`config.mk`:
```
export PLATFORM = sky130hd
export DESIGN_NAME = per2bpm
export DESIGN_NICKNAME = d
export VERILOG_FILES = /design/src/rtl/per2bpm.sv
export SDC_FILE = /design/constraint.sdc
export NUM_CORES = 1
export LEC_CHECK = 0
export ABC_AREA = 1
export BUFFER_PORTS_ARGS = -buffer_cell sky130_fd_sc_hd__buf_2
export CELL_PAD_IN_SITES_DETAIL_PLACEMENT = 1
export CELL_PAD_IN_SITES_GLOBAL_PLACEMENT = 2
export CORE_MARGIN = 2
export CORE_UTILIZATION = 35
export DETAILED_ROUTE_END_ITERATION = 10
export PLACE_DENSITY = 0.77
export SYNTH_ARGS = -nofsm -noshare
export SYNTH_HDL_FRONTEND = slang
export SYNTH_SLANG_ARGS = --single-unit
```
`constraint.sdc`:
```
create_clock -name clk_i -period 2.7 [get_ports clk_i]
set_input_delay 0.135 -clock clk_i [delete_from_list [all_inputs] [get_ports clk_i]]
set_output_delay 0.135 -clock clk_i [all_outputs]
set_load 0.005 [all_outputs]
```
`src/rtl/per2bpm.sv`:
```
// Converts a measured button period (in time pulses) into a tempo in BPM using a
// serial restoring divider. Optional macro PER2BPM_AVERAGE_EN averages the last 4 periods.
module per2bpm #(
    parameter int PULSE_PER_NS = 5120,
    parameter int BPM_PER_SIZE = 17,
    parameter int BPM_MAX      = 250,
    parameter int BPM_SIZE     = 9
) (
    input  logic                    clk_i,
    input  logic                    rst_i,
    input  logic [BPM_PER_SIZE-1:0] btn_per_i,
    input  logic                    btn_per_valid_i,
    output logic [BPM_SIZE-1:0]     bpm_o,
    output logic                    bpm_valid_o,
    output logic                    busy_o
);

    // state | meaning
    // IDLE  | waiting for a period strobe
    // DIV   | one quotient bit per clock, MSB first
    // DONE  | clamp and publish the result
    typedef enum logic [1:0] {IDLE, DIV, DONE} state_t;

    localparam logic [63:0] DIVIDEND_64 = 64'd60_000_000_000 / 64'(PULSE_PER_NS);
    localparam int DIV_W = $clog2(DIVIDEND_64 + 64'd1);
    localparam logic [DIV_W-1:0] DIVIDEND = DIV_W'(DIVIDEND_64);
    localparam int CNT_W = $clog2(DIV_W);
    localparam int RW = BPM_PER_SIZE + 1;

    state_t state_q, state_d;

    logic [BPM_PER_SIZE-1:0] divisor_in;
    logic [BPM_PER_SIZE-1:0] divisor_q;
    logic [DIV_W-1:0]        quot_q;
    logic [RW-1:0]           rem_q;
    logic [CNT_W-1:0]        cnt_q;
    logic [RW:0]             rem_sh;
    logic                    fits;
    logic                    start;
    logic                    last_iter;
    logic                    div_zero;

    assign start     = (state_q == IDLE) && btn_per_valid_i;
    assign rem_sh    = {rem_q, quot_q[DIV_W-1]};
    assign fits      = rem_sh >= {2'b00, divisor_q};
    assign last_iter = (cnt_q == CNT_W'(DIV_W - 1));
    assign div_zero  = (divisor_q == '0);

`ifdef PER2BPM_AVERAGE_EN
    // The incoming sample is the fourth history entry; only the three previous are stored.
    logic [BPM_PER_SIZE-1:0] hist_q [3];
    logic                    hist_full_q;
    logic [BPM_PER_SIZE+1:0] sum;

    always_comb begin
        sum = '0;
        if (hist_full_q)
            sum = {2'b00, btn_per_i} + {2'b00, hist_q[0]} + {2'b00, hist_q[1]} + {2'b00, hist_q[2]};
        else
            sum = {btn_per_i, 2'b00};
        divisor_in = BPM_PER_SIZE'(sum >> 2);
    end

    always_ff @(posedge clk_i or posedge rst_i) begin
        if (rst_i) begin
            for (int i = 0; i < 3; i++) hist_q[i] <= '0;
            hist_full_q <= 1'b0;
        end else if (start) begin
            if (hist_full_q) begin
                hist_q[2] <= hist_q[1];
                hist_q[1] <= hist_q[0];
                hist_q[0] <= btn_per_i;
            end else begin
                for (int i = 0; i < 3; i++) hist_q[i] <= btn_per_i;
            end
            hist_full_q <= 1'b1;
        end
    end
`else
    assign divisor_in = btn_per_i;
`endif

    always_ff @(posedge clk_i or posedge rst_i) begin
        if (rst_i) state_q <= IDLE;
        else       state_q <= state_d;
    end

    always_comb begin
        state_d = state_q;
        case (state_q)
            IDLE:    if (btn_per_valid_i) state_d = DIV;
            DIV:     if (div_zero || last_iter) state_d = DONE;
            DONE:    state_d = IDLE;
            default: state_d = IDLE;
        endcase
    end

    always_comb begin
        busy_o = (state_q != IDLE);
    end

    always_ff @(posedge clk_i or posedge rst_i) begin
        if (rst_i) begin
            divisor_q   <= '0;
            quot_q      <= '0;
            rem_q       <= '0;
            cnt_q       <= '0;
            bpm_o       <= '0;
            bpm_valid_o <= 1'b0;
        end else begin
            bpm_valid_o <= 1'b0;
            case (state_q)
                IDLE: begin
                    if (start) begin
                        divisor_q <= divisor_in;
                        quot_q    <= DIVIDEND;
                        rem_q     <= '0;
                        cnt_q     <= '0;
                    end
                end
                DIV: begin
                    // A zero divisor saturates the quotient so the clamp yields BPM_MAX.
                    if (div_zero) begin
                        quot_q <= '1;
                    end else begin
                        rem_q  <= fits ? RW'(rem_sh - {2'b00, divisor_q}) : RW'(rem_sh);
                        quot_q <= {quot_q[DIV_W-2:0], fits};
                        cnt_q  <= cnt_q + CNT_W'(1);
                    end
                end
                DONE: begin
                    bpm_o       <= (quot_q > DIV_W'(BPM_MAX)) ? BPM_SIZE'(BPM_MAX)
                                                               : quot_q[BPM_SIZE-1:0];
                    bpm_valid_o <= 1'b1;
                end
                default: ;
            endcase
        end
    end

endmodule

```
* Word level (Yosys, flattened, before mapping)
Index checks and enable logic that the tools add are counted.
** Storage, ports and cells
- Flip-flop bits (word level) :: 76
- Input port bits :: 20
- Output and inout port bits :: 11
- Logic and storage cells :: 43
** Operators by class
- Order comparisons :: 2
- Muxes and demuxes :: 15
- Equality and inequality tests :: 7
- Reduce and logical (&&, ||, !) cells :: 10
- $add $sub $neg :: 2
** Operators by type and width (number)
- $mux W18 :: 3
- $mux W24 :: 2
- $pmux W24 S2 :: 1
- $pmux W18 S2 :: 1
- $gt A24 B8 Y1 const B :: 1
- $ge A19 B17 Y1 :: 1
- $sub A18 B17 Y18 :: 1
- $logic_not A17 Y1 :: 1
- $mux W5 :: 2
- $pmux W5 S2 :: 1
- $mux W9 :: 1
- $ne A2 B2 Y1 const B :: 4
- $reduce_and A2 Y1 :: 3
- $add A5 B1 Y5 const B :: 1
- $eq A5 B5 Y1 const B :: 1
- $mux W2 :: 2
- $pmux W2 S2 :: 1
- $reduce_bool A2 Y1 :: 2
- $reduce_and A3 Y1 :: 1
- $eq A2 B1 Y1 const B :: 1
- $eq A2 B2 Y1 const B :: 1
- $logic_not A2 Y1 :: 1
- $logic_and A1 B1 Y1 :: 1
- $logic_or A1 B1 Y1 :: 1
- $mux W1 :: 1

* Depth between registers and ports, before layout
Gate-level depths: netlist (run 1).
- Depth in word-level cells :: 4
- Depth in mapped cells :: 14
- Mapped depth without buffers :: 14

* Worst setup path after synthesis (run 1)
OpenSTA, ideal clock, no wires.
- Kind :: register to register
- Start point :: register rem_q[10]
- End point :: register rem_q[11]
- Stages on the path, launching flop included :: 12
- Buffers on the path :: 1
- Period minus slack after synthesis :: 1.797 ns
- Setup slack :: 0.903 ns
- Data arrival time :: 1.680 ns
- Setup time :: 0.117 ns
- Cells stage by stage :: dfrtp_1 -> ha_1 -> nand2_2 -> nor2_1 -> nand2_1 -> nor3_4 -> nor2_4 -> nand2_4 -> buf_12 -> nand2_2 -> nand3_1 -> nand2_1
** Between the ends
- Longest elaborated chain between the ends :: 4
** RTL lines
- start: declaration :: line 35 : logic [RW-1:0] rem_q;
- start signal: assignment :: line 126 : rem_q <= fits ? RW'(rem_sh - {2'b00, divisor_q}) : RW'(rem_sh);
- $sub A18 B17 Y18 / $ge A19 B17 Y1 (equally long branches) :: line 126, 45
- $mux W18 (*) :: line 126
- $mux W18 (*) :: line 123 : if (div_zero) begin
- $pmux W18 S2 (*) :: line 112 : case (state_q)
Mark *: on every way between the ends. The rest lies on a longest branch, timed or not. The select of a mux whose other input is x is not followed.
A chain may end at the register's enable or synchronous reset.

* Worst setup path after layout (run 1)
- Start point :: register divisor_q[9]
- End point :: register rem_q[15]
** Between the ends
- Longest elaborated chain between the ends :: 4
** RTL lines
- start: declaration :: line 33 : logic [BPM_PER_SIZE-1:0] divisor_q;
- start signal: assignment :: line 115 : divisor_q <= divisor_in;
- $sub A18 B17 Y18 / $ge A19 B17 Y1 (equally long branches) :: line 126, 45
- $mux W18 :: line 126
- $mux W18 :: line 123
- $pmux W18 S2 :: line 112
Several ways; a longest one is shown, not always the timed one. The select of a mux whose other input is x is not followed.

==> results of run 1 <==
==> critical path, delay by kind of cell, from the launching register on <==
family	cells	cell delay, ps
simple gates	9	1300
fa+ha+maj	1	390
flops	1	330
buf+inv	1	90
==> synth_stat cells (2+ instances only) <==
master | number | area [µm²]
buf_2 | 6 | 30.0
nand2_1 | 160 | 601
a21oi_1 | 31 | 155
xor2_1 | 5 | 43.8
nand4_1 | 7 | 43.8
buf_1 | 2 | 7.51
nand3_1 | 65 | 325
ha_1 | 18 | 225
nand3b_1 | 16 | 120
inv_1 | 99 | 372
o22ai_1 | 12 | 75.1
a31oi_1 | 2 | 12.5
dfrtp_1 | 76 | 1900
clkbuf_1 | 8 | 30.0
nor2_1 | 59 | 221
nor3_1 | 5 | 25.0
o21ai_0 | 18 | 90.1
xnor2_1 | 5 | 43.8
nand2_2 | 13 | 81.3
==> cell usage in the layout, fill, tap and decap left out, types with 2 or more instances in the layout <==
| cell | count |
|---|---|
| xor2_1 | 5 |
| nor3_1 | 5 |
| clkinvlp_4 | 2 |
| clkbuf_1 | 2 |
| buf_2 | 30 |
| clkbuf_16 | 9 |
| dfrtp_1 | 76 |
| xnor2_1 | 5 |
| a21oi_1 | 31 |
| clkinv_2 | 2 |
| nand2_1 | 159 |
| inv_1 | 98 |
| nor2_1 | 59 |
| o22ai_1 | 12 |
| nand3_1 | 65 |
| nand4_1 | 7 |
| o21ai_0 | 18 |
| a31oi_1 | 2 |
| nand3b_1 | 16 |
| buf_4 | 9 |
| ha_1 | 18 |
| nand2_2 | 14 |
==> registers in the layout, summed over array words and instances (netlist names) <==
name / cells
state_q: 2
cnt_q: 5
bpm_valid_o: 1
quot_q: 24
divisor_q: 17
rem_q: 18
bpm_o: 9
==> cell type report <==
cell class / instances / share of cell area [%]
sequential: 76 / 36.5
timing repair buffer: 41 / 4.75
clock buffer: 12 / 4.73
clock inverter: 4 / 0.480
inverter: 100 / 7.20
tap: 172 / 4.13
multi-input combinational: 429 / 42.2
==> metrics by stage <==
stage,setup WS [ps],power [mW],instance area (µm²),cells,utilization (%)
finish,481,7.40,5210,834,41.1
CTS,508,7.52,5210,834,41.1
floorplan,627,5.21,4570,623,-
global placement,534,6.20,4930,817,38.9
global route,336,8.20,5210,834,41.1
detailed placement,541,6.31,4930,817,38.9
==> cells by family after synthesis <==
group | synth area share (%)
mux | 0.246
fa+ha+maj | 5.37
buf+inv | 10.3
xor+xnor | 1.92
simple gates | 33.1
flops | 41.6
compound gates | 7.45
==> routing by layer <==
layer	wire [µm]	part of all wire [%]	vias to the layer above
met5	0	0	-
met4	288	2.2	0
met3	224	1.7	21
met2	6330	49	34
met1	6170	47	2036
li1	-	-	2035
==> how the worst max path moves through the flow <==
| stage | to | slack [ps] | depth (start not counted) |
|---|---|---|---|
| final | rem_q[15] | 480 | 11 |
| after global routing | rem_q[8] | 340 | 11 |
| after CTS | rem_q[15] | 510 | 11 |
| after detailed placement | rem_q[15] | 540 | 13 |
| after global placement | rem_q[16] | 530 | 10 |
| after floorplan | bpm_o[0] | 630 | 1 |
==> power by group through the flow <==
stage / Combinational (mW) / Clock (mW) / Sequential (mW)
floorplan: 3.30 / 0 / 1.91
global placement: 4.20 / 0 / 1.99
detailed placement: 4.29 / 0 / 2.02
CTS: 4.33 / 1.18 / 2.00
global route: 4.90 / 1.22 / 2.07
finish: 4.27 / 1.13 / 2.00
==> timing repair <==
item	4_1_cts	5_1_grt
hold endpoints to repair	76	0
hold buffers	1	0
setup buffers	0	0
gates resized for setup	0	0
==> metrics.cfg, run 1 <==
[power_and_ir_drop]
switching_share_pct = 48.2
internal_power_mw = 3.84
p_comb_share_pct = 57.6
power_leakage_nw = 2.73
power.share.clock_pct = 15.3
peakVddDrop_uv = 421
p_per_area_mw_per_mm2 = 1420
seq_power_share_pct = 27.1
power_switching_mw = 3.57

[synthesis]
synth_cells = 623
netlist_area_mm2 = 0.00457
synth_edf_count = 0
synthArstFlopShare_pct = 100
yosys.cell_types.count = 35
synthesis.area_per_instance_um2 = 7.34
synth_seq_cells = 76
yosys_warnings = 0
syn_nets = 662
ys_seq_area_share_pct = 41.6
ys.flop_type = dfrtp_1

[setup_path]
reg2reg_to = rem_q[15]
reg2reg_from = divisor_q[9]
crit_chain = inv_1 > ha_1 > nand2_1 > nor2_1 > nand2_1 > nor3_4 > nor2_4 > nand2_4 > nand3_1 > nand3_1 > nand2_1
slowest_delay_ps = 390
cp.required_ps = 2930
path_max_fanout = 19
end_kind = register
cp-startpoint = divisor_q[9]
critical_path_class = register to register
cp_slowest_cell = ha_1
cp-start-kind = register
cp.arrival_ps = 2450
rrSetupSlack_ps = 480
cp_common_cell = nand2_1
reg2reg_depth = 11

[layout]
area_delta_synth_final_pct = 14.0
drive_gt1_share_pct = 11.9
multi_input_area_mm2 = 0.00220
regArea_mm2 = 0.00190
antenna_cells = 0
nets = 696
fillers = 1626

[drt]
dr_total_vias = 4126
wl_per_cell_um = 15.6
dr.pass1.iters = 4
drt_drc_violations_left = 0
route.antenna.remaining_nets = 0
via_per_inst = 4.95
drt_iter0_drc = 116
routed_wl_um = 13000

[floorplan]
initial_core_util_pct = 36.1
io_pins = 31
dieArea_mm2 = 0.0140
die_w_um = 118
core_mm2 = 0.0127
fp.dieH_um = 118
row_count = 41

[timing]
hold_viol = 0
fin_skew_ps = 6.06
relSlewSlack_pct = 44.0
setup_tns_ps = 0
rsz0062_at_grt = no
max_freq_mhz = 451
tightest_slew_ps = 839
period_needed_ps = 2220
hold_slack_ps = 19.4
finalCritPeriodShare_pct = 82.2
maxSlewViolCount = 0
finalSetupViolCount = 0

[worst_hold_path]
min_from = btn_per_i[0]
holdPathStages = 2
whs_endpoint = divisor_q[0]
holdCritPathClass = primary input to register

[place]
place.detailed.hpwl_um = 9490
portBuffers = 30
gp_congestion = 0.821

[global_routing]
antenna_found_initial = 0
use_met3_pct = 2.32
grt_overflow = 0
gr-usage-all-layers_pct = 19.9
grt_pass1_wl_um = 22100
met1_usage_pct = 25.6
grt_max_degree = 77
busiest_layer = met2
first_global_vias = 4480
met2_usage_pct = 34.0

[cts]
clock_latency_ps = 340
cts_buffers = 9
clock-sinks = 76
root_buffer = clkbuf_16
cts_max_path_buffers = 2
cts_tree = built
htreeDepth = 3
clkTransAtPathRegs_ps = 60

[flow_run]
maxCapViolCount = 0

[outcome]
status = completed

No activity file was read; power rests on OpenSTA's default activity.
==> run 2: changes to the inputs <==
==> constraint.sdc (replaced) <==
create_clock -name clk_i -period 2.05 [get_ports clk_i]
set_input_delay 0.1025 -clock clk_i [delete_from_list [all_inputs] [get_ports clk_i]]
set_output_delay 0.1025 -clock clk_i [all_outputs]
set_load 0.005 [all_outputs]
==> metrics.cfg, run 2 (synthesized netlist as in run 1, its figures left out) <==
[outcome]
status = completed  ; unchanged

[layout]
layout_commonest_cell = nand2_1  ; unchanged
largest_reg_flops = 24  ; unchanged
nets = 725  ; was 696
drive_gt1_share_pct = 23.7  ; was 11.9%
final_cell_area_mm2 = 0.00587  ; was 0.00521 mm²
multi_input_area_mm2 = 0.00251  ; was 0.00220 mm²
final_cell_mix = 141 x nand2_1, 86 x inv_1, 74 x dfrtp_1, 64 x nand3_1, 55 x nor2_1  ; was 159 x nand2_1, 98 x inv_1, 76 x dfrtp_1, 65 x nand3_1, 59 x nor2_1
fillers = 1590  ; was 1,626
reg.largest.list = quot_q x24, rem_q x18, divisor_q x17  ; unchanged
area_delta_synth_final_pct = 28.5  ; was 14.0%
regArea_mm2 = 0.00190  ; about the same
largest_register = quot_q  ; unchanged
instances_no_fill = 863  ; was 834
antenna_cells = 0  ; unchanged

[power_and_ir_drop]
power_leakage_nw = 2.94  ; was 2.73 nW
totalPowerFinal_mw = 11.8  ; was 7.40 mW
p_per_area_mw_per_mm2 = 2010  ; was 1420 mW/mm²
peakVddDrop_uv = 670  ; was 421 µV

[place]
gp_congestion = 0.781  ; was 0.821
portBuffers = 30  ; unchanged
dpl.cell_count = 837  ; was 817
dpl_cell_area_mm2 = 0.00512  ; was 0.00493 mm²
place.detailed.hpwl_um = 9580  ; was 9490 µm

[global_routing]
grt_max_degree = 77  ; unchanged
grt_pass1_wl_um = 22500  ; was 22,100 µm
antenna_found_initial = 0  ; unchanged
gr-usage-all-layers_pct = 20.1  ; was 19.9%
grt_overflow = 0  ; unchanged
first_global_vias = 4476  ; was 4,480

[timing]
tightest_slew_ps = 455  ; was 839 ps
rsz0062_at_grt = yes  ; was no
maxSlewViolCount = 0  ; unchanged
setup_tns_ps = 0  ; unchanged
finalSetupViolCount = 0  ; unchanged
finalCritPeriodShare_pct = 96.9  ; was 82.2%
hold_slack_ps = 10.1  ; was 19.4 ps
hold_viol = 0  ; unchanged
max_freq_mhz = 504  ; was 451 MHz
relSlewSlack_pct = 69.7  ; was 44.0%
period_needed_ps = 1990  ; was 2220 ps
fin_skew_ps = 7.79  ; was 6.06 ps

[drt]
via_per_inst = 4.96  ; was 4.95
dr_total_vias = 4283  ; was 4,126
drt_iter0_drc = 160  ; was 116
wl_per_cell_um = 15.9  ; was 15.6 µm
routed_wl_um = 13700  ; was 13,000 µm
dr.pass1.iters = 4  ; unchanged
drt_drc_violations_left = 0  ; unchanged
route.antenna.remaining_nets = 0  ; unchanged

[worst_hold_path]
min_from = btn_per_i[0]  ; unchanged
holdCritPathClass = primary input to register  ; unchanged

[setup_path]
path_max_fanout = 3  ; was 19
path_delay_family = simple AND/OR/NAND/NOR gates  ; unchanged
cp-startpoint = quot_q[23]  ; was divisor_q[9]
cp_slowest_cell = dfrtp_1  ; was ha_1
critPathBufInv = 2  ; was 1
slowest_delay_ps = 390  ; about the same
critical_path_class = register to register  ; unchanged
cp_common_cell = nand2_1  ; unchanged
cp.arrival_ps = 2210  ; was 2450 ps
cp-start-kind = register  ; unchanged
reg2reg_from = quot_q[23]  ; was divisor_q[9]
crit_chain = inv_2 > ha_4 > inv_4 > fa_2 > nand2_2 > nand2_4 > nand3b_1 > nand2_2 > nand2_1 > nand2_1 > nand2_1 > nand3_1 > nand3_1 > nand2_1  ; was inv_1 > ha_1 > nand2_1 > nor2_1 > nand2_1 > nor3_4 > nor2_4 > nand2_4 > nand3_1 > nand3_1 > nand2_1
end_kind = register  ; unchanged
cp.required_ps = 2280  ; was 2930 ps

[cts]
root_buffer = clkbuf_16  ; unchanged
htreeDepth = 3  ; unchanged
cts_buffers = 9  ; unchanged
clock_latency_ps = 340  ; about the same
cts_max_path_buffers = 2  ; unchanged
cts_tree = built  ; unchanged
clock-sinks = 76  ; unchanged
clkTransAtPathRegs_ps = 60  ; about the same

[floorplan]
die_w_um = 118  ; unchanged
fp.dieH_um = 118  ; unchanged
dieArea_mm2 = 0.0140  ; unchanged
row_count = 41  ; unchanged
initial_core_util_pct = 36.1  ; unchanged
core_mm2 = 0.0127  ; unchanged
io_pins = 31  ; unchanged

[flow_run]
maxCapViolCount = 0  ; unchanged

run 2: cell type report:
type                       instances  share of cell area, %
tap                              172                   3.66
multi-input combinational        430                   42.8
sequential                        76                   32.4
clock buffer                      11                   4.13
inverter                         100                   6.43
timing repair buffer              69                   8.75
clock inverter                     5                   1.83
run 2: stage by stage:
| stage | setup slack (ps) | util, % |
|---|---|---|
| after floorplan | 9.17 | - |
| after global placement | -115 | 40.4 |
| after detailed placement | -132 | 40.4 |
| after CTS | 6.03 | 43.5 |
| after global routing | -69.8 | 46.4 |
| final | 64.0 | 46.4 |
run 2: path summary, 6_finish.rpt:
path                                  to  slack (ps)  depth (start not counted)
min                         divisor_q[0]          10                          2
max reg2reg                    rem_q[10]          60                         14
min reg2reg                     bpm_o[0]         490                          2
max in group asynchronous  divisor_q[12]        1290                          4
min in group asynchronous       rem_q[0]         370                          4
max                            rem_q[10]          60                         14
run 2: repair_timing:
action | 4_1_cts | 5_1_grt
hold buffers | 1 | 0
pin swaps | 1 | 19
endpoints found under the hold margin | 76 | 0
setup buffers | 1 | 7
setup endpoints to repair | 15 | 19
gates cloned | 0 | 1
gates resized for setup | 11 | 66
run 2: per-layer routing:
| layer | GRT usage [%] | vias up | part of all wire, % |
|---|---|---|---|
| met5 | 0 | - | 0 |
| met4 | 5.42 | 0 | 1.7 |
| met3 | 2.94 | 15 | 2.3 |
| met2 | 34.2 | 44 | 49 |
| met1 | 26.6 | 2126 | 47 |
| li1 | - | 2098 | - |
run 2: power by group:
part	switching, mW	leakage, nW	internal, mW
Clock	0.655	0.170	1.23
Combinational	4.08	1.91	3.09
Sequential	0.554	0.862	2.18
